--- src/rtl/spi_master_if.sv ---
// Host-side handshake plus SPI pins of the mode-3 SPI master, bundled so the
// master and its bench/peripheral side connect through one port each.
interface spi_master_if #(
  parameter int DATA_W = 16
);
  logic              start;
  logic [DATA_W-1:0] txd_data;
  logic              busy;
  logic              done;
  logic [DATA_W-1:0] rxd_data;
  logic              CS_N;
  logic              SCK;
  logic              MOSI;
  logic              MISO;

  modport master (
    input  start, txd_data, MISO,
    output busy, done, rxd_data, CS_N, SCK, MOSI
  );

  modport slave (
    output start, txd_data, MISO,
    input  busy, done, rxd_data, CS_N, SCK, MOSI
  );
endinterface

--- src/rtl/spi_master.sv ---
// SPI master, mode 3 (CPOL=1, CPHA=1), one fixed-length word per CS_N frame.
// Define SPI_MASTER_LSB_FIRST_EN for LSB-first in both directions (default MSB-first).
module spi_master #(
  parameter int DATA_W   = 16,
  parameter int CLK_DIV  = 4,
  parameter int CS_SETUP = 2,
  parameter int CS_HOLD  = 2,
  parameter int CS_IDLE  = 2
) (
  input  logic         clk,
  input  logic         rst_n,
  spi_master_if.master bus
);

  localparam int CNT_MAX = (CLK_DIV > CS_SETUP) ?
                           ((CLK_DIV > CS_HOLD) ? ((CLK_DIV > CS_IDLE) ? CLK_DIV : CS_IDLE)
                                                : ((CS_HOLD > CS_IDLE) ? CS_HOLD : CS_IDLE)) :
                           ((CS_SETUP > CS_HOLD) ? ((CS_SETUP > CS_IDLE) ? CS_SETUP : CS_IDLE)
                                                 : ((CS_HOLD > CS_IDLE) ? CS_HOLD : CS_IDLE));
  localparam int CNT_W = (CNT_MAX > 1) ? $clog2(CNT_MAX) : 1;
  localparam int BIT_W = $clog2(DATA_W);

  localparam logic [CNT_W-1:0] DIV_LAST   = CNT_W'(CLK_DIV - 1);
  localparam logic [CNT_W-1:0] SETUP_LAST = CNT_W'(CS_SETUP - 1);
  localparam logic [CNT_W-1:0] HOLD_LAST  = CNT_W'(CS_HOLD - 1);
  localparam logic [CNT_W-1:0] IDLE_LAST  = CNT_W'(CS_IDLE - 1);
  localparam logic [BIT_W-1:0] BIT_LAST   = BIT_W'(DATA_W - 1);

  typedef enum logic [2:0] {
    S_IDLE,
    S_SETUP,
    S_LOW,
    S_HIGH,
    S_HOLD,
    S_GAP
  } state_t;

  state_t            state_q, state_d;
  logic [CNT_W-1:0]  cnt_q, cnt_d;
  logic [BIT_W-1:0]  bit_cnt_q, bit_cnt_d;
  logic [DATA_W-1:0] tx_q, tx_d;
  logic [DATA_W-1:0] rx_q, rx_d;
  logic [DATA_W-1:0] rxd_q, rxd_d;
  logic              cs_n_q, cs_n_d;
  logic              sck_q, sck_d;
  logic              mosi_q, mosi_d;
  logic              busy_q, busy_d;
  logic              done_q, done_d;

  logic              tx_first;
  logic [DATA_W-1:0] tx_shifted;
  logic [DATA_W-1:0] rx_shifted;

  // Bit order only changes which end of the shifters is used.
`ifdef SPI_MASTER_LSB_FIRST_EN
  assign tx_first   = tx_q[0];
  assign tx_shifted = {1'b0, tx_q[DATA_W-1:1]};
  assign rx_shifted = {bus.MISO, rx_q[DATA_W-1:1]};
`else
  assign tx_first   = tx_q[DATA_W-1];
  assign tx_shifted = {tx_q[DATA_W-2:0], 1'b0};
  assign rx_shifted = {rx_q[DATA_W-2:0], bus.MISO};
`endif

  always_ff @(posedge clk or negedge rst_n) begin
    if (!rst_n) begin
      state_q   <= S_IDLE;
      cnt_q     <= '0;
      bit_cnt_q <= '0;
      tx_q      <= '0;
      rx_q      <= '0;
      rxd_q     <= '0;
      cs_n_q    <= 1'b1;
      sck_q     <= 1'b1;
      mosi_q    <= 1'b0;
      busy_q    <= 1'b0;
      done_q    <= 1'b0;
    end else begin
      state_q   <= state_d;
      cnt_q     <= cnt_d;
      bit_cnt_q <= bit_cnt_d;
      tx_q      <= tx_d;
      rx_q      <= rx_d;
      rxd_q     <= rxd_d;
      cs_n_q    <= cs_n_d;
      sck_q     <= sck_d;
      mosi_q    <= mosi_d;
      busy_q    <= busy_d;
      done_q    <= done_d;
    end
  end

  always_comb begin
    state_d   = state_q;
    cnt_d     = cnt_q;
    bit_cnt_d = bit_cnt_q;
    tx_d      = tx_q;
    rx_d      = rx_q;
    rxd_d     = rxd_q;
    cs_n_d    = cs_n_q;
    sck_d     = sck_q;
    mosi_d    = mosi_q;
    busy_d    = busy_q;
    done_d    = 1'b0;

    case (state_q)
      S_IDLE: begin
        if (bus.start) begin
          tx_d    = bus.txd_data;
          cs_n_d  = 1'b0;
          busy_d  = 1'b1;
          cnt_d   = '0;
          state_d = S_SETUP;
        end
      end

      S_SETUP: begin
        if (cnt_q == SETUP_LAST) begin
          cnt_d     = '0;
          sck_d     = 1'b0;
          mosi_d    = tx_first;
          tx_d      = tx_shifted;
          bit_cnt_d = '0;
          state_d   = S_LOW;
        end else begin
          cnt_d = cnt_q + CNT_W'(1);
        end
      end

      // MISO is taken on the same clk edge that raises SCK.
      S_LOW: begin
        if (cnt_q == DIV_LAST) begin
          cnt_d   = '0;
          sck_d   = 1'b1;
          rx_d    = rx_shifted;
          state_d = S_HIGH;
        end else begin
          cnt_d = cnt_q + CNT_W'(1);
        end
      end

      S_HIGH: begin
        if (cnt_q == DIV_LAST) begin
          cnt_d = '0;
          if (bit_cnt_q == BIT_LAST) begin
            state_d = S_HOLD;
          end else begin
            sck_d     = 1'b0;
            mosi_d    = tx_first;
            tx_d      = tx_shifted;
            bit_cnt_d = bit_cnt_q + BIT_W'(1);
            state_d   = S_LOW;
          end
        end else begin
          cnt_d = cnt_q + CNT_W'(1);
        end
      end

      S_HOLD: begin
        if (cnt_q == HOLD_LAST) begin
          cnt_d   = '0;
          cs_n_d  = 1'b1;
          rxd_d   = rx_q;
          done_d  = 1'b1;
          state_d = S_GAP;
        end else begin
          cnt_d = cnt_q + CNT_W'(1);
        end
      end

      S_GAP: begin
        if (cnt_q == IDLE_LAST) begin
          cnt_d   = '0;
          busy_d  = 1'b0;
          state_d = S_IDLE;
        end else begin
          cnt_d = cnt_q + CNT_W'(1);
        end
      end

      default: state_d = S_IDLE;
    endcase
  end

  assign bus.CS_N     = cs_n_q;
  assign bus.SCK      = sck_q;
  assign bus.MOSI     = mosi_q;
  assign bus.busy     = busy_q;
  assign bus.done     = done_q;
  assign bus.rxd_data = rxd_q;

endmodule

--- src/flat_wrapper.sv ---
// flat-port wrapper written by rule: the top's interface ports become plain ports
module spi_master_flat 
#(
  parameter int DATA_W   = 16,
  parameter int CLK_DIV  = 4,
  parameter int CS_SETUP = 2,
  parameter int CS_HOLD  = 2,
  parameter int CS_IDLE  = 2
)
  (clk, rst_n, bus_start, bus_txd_data, bus_MISO, bus_busy, bus_done, bus_rxd_data, bus_CS_N, bus_SCK, bus_MOSI);
  spi_master_if #(.DATA_W(DATA_W)) bus_i ();
  input  logic clk;
  input  logic rst_n;
  input wire logic [$bits(bus_i.start)-1:0] bus_start;
  input wire logic [$bits(bus_i.txd_data)-1:0] bus_txd_data;
  input wire logic [$bits(bus_i.MISO)-1:0] bus_MISO;
  output wire logic [$bits(bus_i.busy)-1:0] bus_busy;
  output wire logic [$bits(bus_i.done)-1:0] bus_done;
  output wire logic [$bits(bus_i.rxd_data)-1:0] bus_rxd_data;
  output wire logic [$bits(bus_i.CS_N)-1:0] bus_CS_N;
  output wire logic [$bits(bus_i.SCK)-1:0] bus_SCK;
  output wire logic [$bits(bus_i.MOSI)-1:0] bus_MOSI;
  assign bus_i.start = bus_start;
  assign bus_i.txd_data = bus_txd_data;
  assign bus_i.MISO = bus_MISO;
  assign bus_busy = bus_i.busy;
  assign bus_done = bus_i.done;
  assign bus_rxd_data = bus_i.rxd_data;
  assign bus_CS_N = bus_i.CS_N;
  assign bus_SCK = bus_i.SCK;
  assign bus_MOSI = bus_i.MOSI;
  spi_master #(.DATA_W(DATA_W), .CLK_DIV(CLK_DIV), .CS_SETUP(CS_SETUP), .CS_HOLD(CS_HOLD), .CS_IDLE(CS_IDLE)) u_core (.clk(clk), .rst_n(rst_n), .bus(bus_i));
endmodule
--- config.mk ---
export PLATFORM = sky130hd
export DESIGN_NAME = spi_master_flat
export DESIGN_NICKNAME = d
export VERILOG_FILES = /design/src/rtl/spi_master_if.sv /design/src/rtl/spi_master.sv /design/src/flat_wrapper.sv
export SDC_FILE = /design/constraint.sdc
export NUM_CORES = 1
export LEC_CHECK = 0
export CORE_ASPECT_RATIO = 0.5
export CORE_UTILIZATION = 35
export CTS_CLUSTER_DIAMETER = 60
export CTS_CLUSTER_SIZE = 8
export DETAILED_ROUTE_END_ITERATION = 7
export PLACE_DENSITY_LB_ADDON = 0.08
export SKIP_CTS_REPAIR_TIMING = 1
export SYNTH_ARGS = -nofsm -noshare
export SYNTH_HDL_FRONTEND = slang
export SYNTH_SLANG_ARGS = --single-unit
--- constraint.sdc ---
create_clock -name clk -period 4.9 [get_ports clk]
set_input_delay 0.98 -clock clk [delete_from_list [all_inputs] [get_ports clk]]
set_output_delay 0.98 -clock clk [all_outputs]
set_load 0.03 [all_outputs]
Yosys cells after proc, flatten, opt, wreduce, memory -nomap -nowiden
Index checks and enable logic that the tools add are counted.
{ "totals": {"register_bits": 62, "in_bits": 20, "out_inout_bits": 21, "wordCells": 83} }
{ "op_classes": {"n_addsub": 2, "eq_ne": 15, "muxes": 37, "reduce_logical": 18} }
{ "op_table": {"columns": ["op", "count"], "rows": [
  ["$mux W16", 4],
  ["$pmux W16 S3", 1],
  ["$mux W3", 7],
  ["$pmux W3 S6", 1],
  ["$mux W1", 12],
  ["$mux W4", 3],
  ["$ne A2 B1 Y1 const B", 5],
  ["$reduce_and A5 Y1", 2],
  ["$reduce_bool A3 Y1", 3],
  ["$pmux W4 S2", 1],
  ["$eq A3 B2 Y1 const B", 2],
  ["$eq A3 B3 Y1 const B", 2],
  ["$mux W2", 3],
  ["$pmux W1 S2", 3],
  ["$pmux W2 S3", 1],
  ["$reduce_and A2 Y1", 3],
  ["$reduce_and A3 Y1", 2],
  ["$reduce_and A6 Y1", 1],
  ["$reduce_bool A2 Y1", 3],
  ["$add A4 B1 Y4 const B", 1],
  ["$eq A4 B4 Y1 const B", 1],
  ["$ne A2 B2 Y1 const B", 2],
  ["$reduce_and A4 Y1", 1],
  ["$eq A3 B1 Y1 const B", 1],
  ["other kinds (7)", 7]
]} }

Depth between registers and ports, before layout
{ "logic_depth": {"ltp_word": 4, "depth_mapped": 7, "depth_no_buf": 6} }

Worst setup path before layout
Ideal clock, no wire load.
{ "synth_timing": {"path_kind": "in2reg", "from": "in bus_start", "to": "reg u_core.tx_q[10]", "setup_time_ns": 0.125, "arrival_ns": 1.905, "required_time_ns": 4.775, "path_slack_ns": 2.869, "cell_stages": 5, "path_buffers": 1, "cell_sequence": "nor2_1 -> nor2_1 -> o211ai_4 -> buf_6 -> mux2_4"} }
{ "synth_between": {"elab_chain_cells": 2} }
{ "synth_rtl": {"columns": ["element", "line", "rtl"], "rows": [
  ["start: declaration", "flat_wrapper.sv:14", "input wire logic [$bits(bus_i.start)-1:0] bus_start;"],
  ["$ne A2 B2 Y1 (no source line)", null, null],
  ["$reduce_and A5 Y1 (no source line)", null, null],
  ["end signal: assignment", "spi_master.sv:82", "tx_q <= tx_d;"],
  ["end: declaration", "spi_master.sv:41", "logic [DATA_W-1:0] tx_q, tx_d;"]
]} }
No other way between the ends.
A chain may end at the register's enable or synchronous reset.

Worst setup path in the final report
{ "layout_timing": {"from": "reg u_core.state_q[0]", "to": "reg u_core.bit_cnt_q[0]"} }
{ "layout_between": {"elab_chain_cells": 3} }
{ "layout_rtl": {"columns": ["element", "line", "rtl"], "rows": [
  ["start: declaration", "spi_master.sv:38", "state_t state_q, state_d;"],
  ["start signal: assignment", "spi_master.sv:79", "state_q <= state_d;"],
  ["$eq A3 B2 Y1 or $eq A3 B1 Y1 (tied branches)", "spi_master.sv:106", "case (state_q)"],
  ["$ne A2 B2 Y1 (no source line) (tied with other cells)", null, null],
  ["$reduce_and A4 Y1 (no source line)", null, null],
  ["end signal: assignment", "spi_master.sv:81", "bit_cnt_q <= bit_cnt_d;"],
  ["end: declaration", "spi_master.sv:40", "logic [BIT_W-1:0] bit_cnt_q, bit_cnt_d;"]
]} }
Several ways; a longest one is shown, not always the timed one.

==> flow_summary.toml <==
[critical_path]
crit_path_max_fanout = 20
cp-end-kind = "flip-flop"
crit_arrival_ns = 2.83
required_ns = 5.11
cp-start-kind = "flip-flop"
r2r_cells = 4
critical_path_class = "reg2reg"

[cts]
cts_tree = "built"
cts_max_path_buffers = 2
cts_sinks = 62
clk_latency_ns = 0.33
cts-buffers-inserted = 9
htreeDepth = 3
path_clk_slew_ns = 0.05
clockRootBuffer = "clkbuf_16"

[synthesis]
syn_inst = 210
synth_area_mm2 = 0.002854
synth_top_cell_by_area = "dfrtp_1"
synth_ff_type = "dfrtp_1"
ys_seq_area_share_pct = 54.45
netlist_top_cells_count = "60 x dfrtp_1, 51 x mux2_2, 10 x a21oi_1, 10 x nand2_1"
synth_cell_types = 38
yosysWarningCount = 0
ys_async_sr_fraction_pct = 100.0
synth.most_common_cell = "dfrtp_1"
synth.area.top_cells = "dfrtp_1 53%, mux2_2 20%, mux2_4 4.7%"
synth_area_per_cell_um2 = 13.59
mappedNetlistNets = 234
synth_edf_count = 0
synth-seq-cells = 62
yosysTopAreaCellShare_pct = 52.61

[grt]
grt.overflow.total = 0
grt_max_degree = 40
grt_pass1_wl_mm = 8.576
grt_use_total_pct = 13.98
grt_pass1_vias = 1726
antenna_found_initial = 0

[place]
placed_cells = 349
hpwl_mm = 3.226
globalplace.congestion = 0.7371
place_area_mm2 = 0.003334
io_buffers = 40

[cells_and_area]
utilization_pct = 48.29
final_nets = 276
finalInstanceArea_mm2 = 0.003669
drive_gt1_share_pct = 34.63
areaGrowthSynthToFinish_pct = 28.54
finalNonFillerCells = 365
diodes = 0

[min_path]
hold_path.class = "reg2reg"
min_path_cells = 1

[sta]
tightestPinTransition_ns = 0.9305
final-max-slew-violation-count = 0
fmax_mhz = 382.1
fin_crit_sh_pct = 53.41
slew_headroom_pct = 37.97
clock_skew_ns = 0.004406
setup_viol = 0
rsz0062_at_grt = "no"
hold_ws_ns = 0.4789
min_period_ns = 2.617
hold_violations = 0
fin_setup_tns_ns = 0

[power]
p_leak_uw = 0.001656
powerDensity_mw_per_mm2 = 552.4
vdd_drop_max_uv = 223.6

[drt]
drtAntennaViolNets = 0
firstDrtPassIters = 4
drc = 0
vias = 1715
wl_per_cell_um = 13.62
totalWireLength_mm = 4.970
vias_per_cell = 4.699
drt-initial-drc-count = 82

[floorplanning]
rows = 22
die_h_um = 65.85
die_w_um = 129.7
die_area_mm2 = 0.008541
core_area_mm2 = 0.007597
initial_core_util_pct = 37.57
ios = 41

[job]
drv_cap = 0

[status]
run_status = "finished clean"
## final timing paths
check | slack, ns | to | from
min reg2reg | 0.48 | u_core.bus.rxd_data[8] | u_core.bus.rxd_data[8]
min | 0.48 | u_core.bus.rxd_data[8] | u_core.bus.rxd_data[8]
max reg2reg | 2.28 | u_core.bit_cnt_q[0] | u_core.state_q[0]
max in group asynchronous | 3.28 | u_core.state_q[1] | rst_n
max | 2.28 | u_core.bit_cnt_q[0] | u_core.state_q[0]
min in group asynchronous | 0.77 | u_core.bus.rxd_data[6] | rst_n
## worst max-delay path, stage by stage (launching register included)
cell and delay, ns:
dfrtp_1 0.76, nand2b_1 0.67, a21oi_1 0.43, and2b_1 0.28, mux2_2 0.35
## state kept, by name, summed over array words and instances (netlist names), 2 cells and up
signal and count:
u_core.state_q 3, u_core.tx_q 16, u_core.bit_cnt_q 4, u_core.bus.rxd_data 16
u_core.cnt_q 2, u_core.rx_q 16
## layout by cell type, fill, tap and decap left out, types with 2 or more instances in the layout
| cell type | netlist | layout |
|---|---|---|
| nor2b_1 | 2 | 2 |
| inv_1 | 6 | 6 |
| a21oi_1 | 10 | 10 |
| dfstp_2 | 2 | 2 |
| mux2_2 | 51 | 51 |
| clkbuf_8 | 0 | 2 |
| clkbuf_16 | 0 | 9 |
| nor2_1 | 9 | 9 |
| dfrtp_1 | 60 | 60 |
| o21ai_0 | 8 | 8 |
| clkdlybuf4s50_1 | 0 | 39 |
| buf_4 | 3 | 2 |
| mux2_4 | 9 | 9 |
| ha_1 | 4 | 4 |
| mux2_1 | 3 | 3 |
| xnor2_1 | 2 | 2 |
| nand2b_1 | 2 | 2 |
| bufinv_16 | 0 | 2 |
| mux2i_1 | 2 | 2 |
| nand2_1 | 10 | 10 |
## power by group
part	internal [µW]	switching [µW]
combinational	324	231
sequential	661	112
clock	472	226
total	1460	569
## final cells by class
class | count | area [µm²]
inverter | 6 | 22.52
timing repair buffer | 42 | 410.4
multi-input combinational | 131 | 1212
tap | 108 | 135.1
sequential | 62 | 1554
clock buffer | 11 | 252.7
fill | 709 | 3929
clock inverter | 5 | 81.33
## routing by layer
| layer | vias up | GRT usage, % | routed length, µm |
|---|---|---|---|
| met5 | - | 0 | 0 |
| met4 | 0 | 6.977 | 100 |
| met3 | 9 | 6.877 | 238 |
| met2 | 34 | 20.39 | 2210 |
| met1 | 842 | 17.15 | 2420 |
| li1 | 830 | - | - |
## metrics by stage
step | worst slack [ns] | total power (µW)
finish | 2.283 | 2026
global route | 2.066 | 2151
global placement | 2.102 | 1322
detailed placement | 2.066 | 1342
floorplan | 2.869 | 1220
CTS | 2.290 | 2054
## logic make-up after synthesis
kind of cell	share of synthesized area, %
muxes	26.74
DFF	54.45
and+or+nand+nor	6.927
AOI/OAI and AO/OA	6.445
buffers and inverters	3.069
adders and majority gates	1.754
xor gates and xnor gates	0.6139
Note: power is estimated with default switching activity, not from simulation.
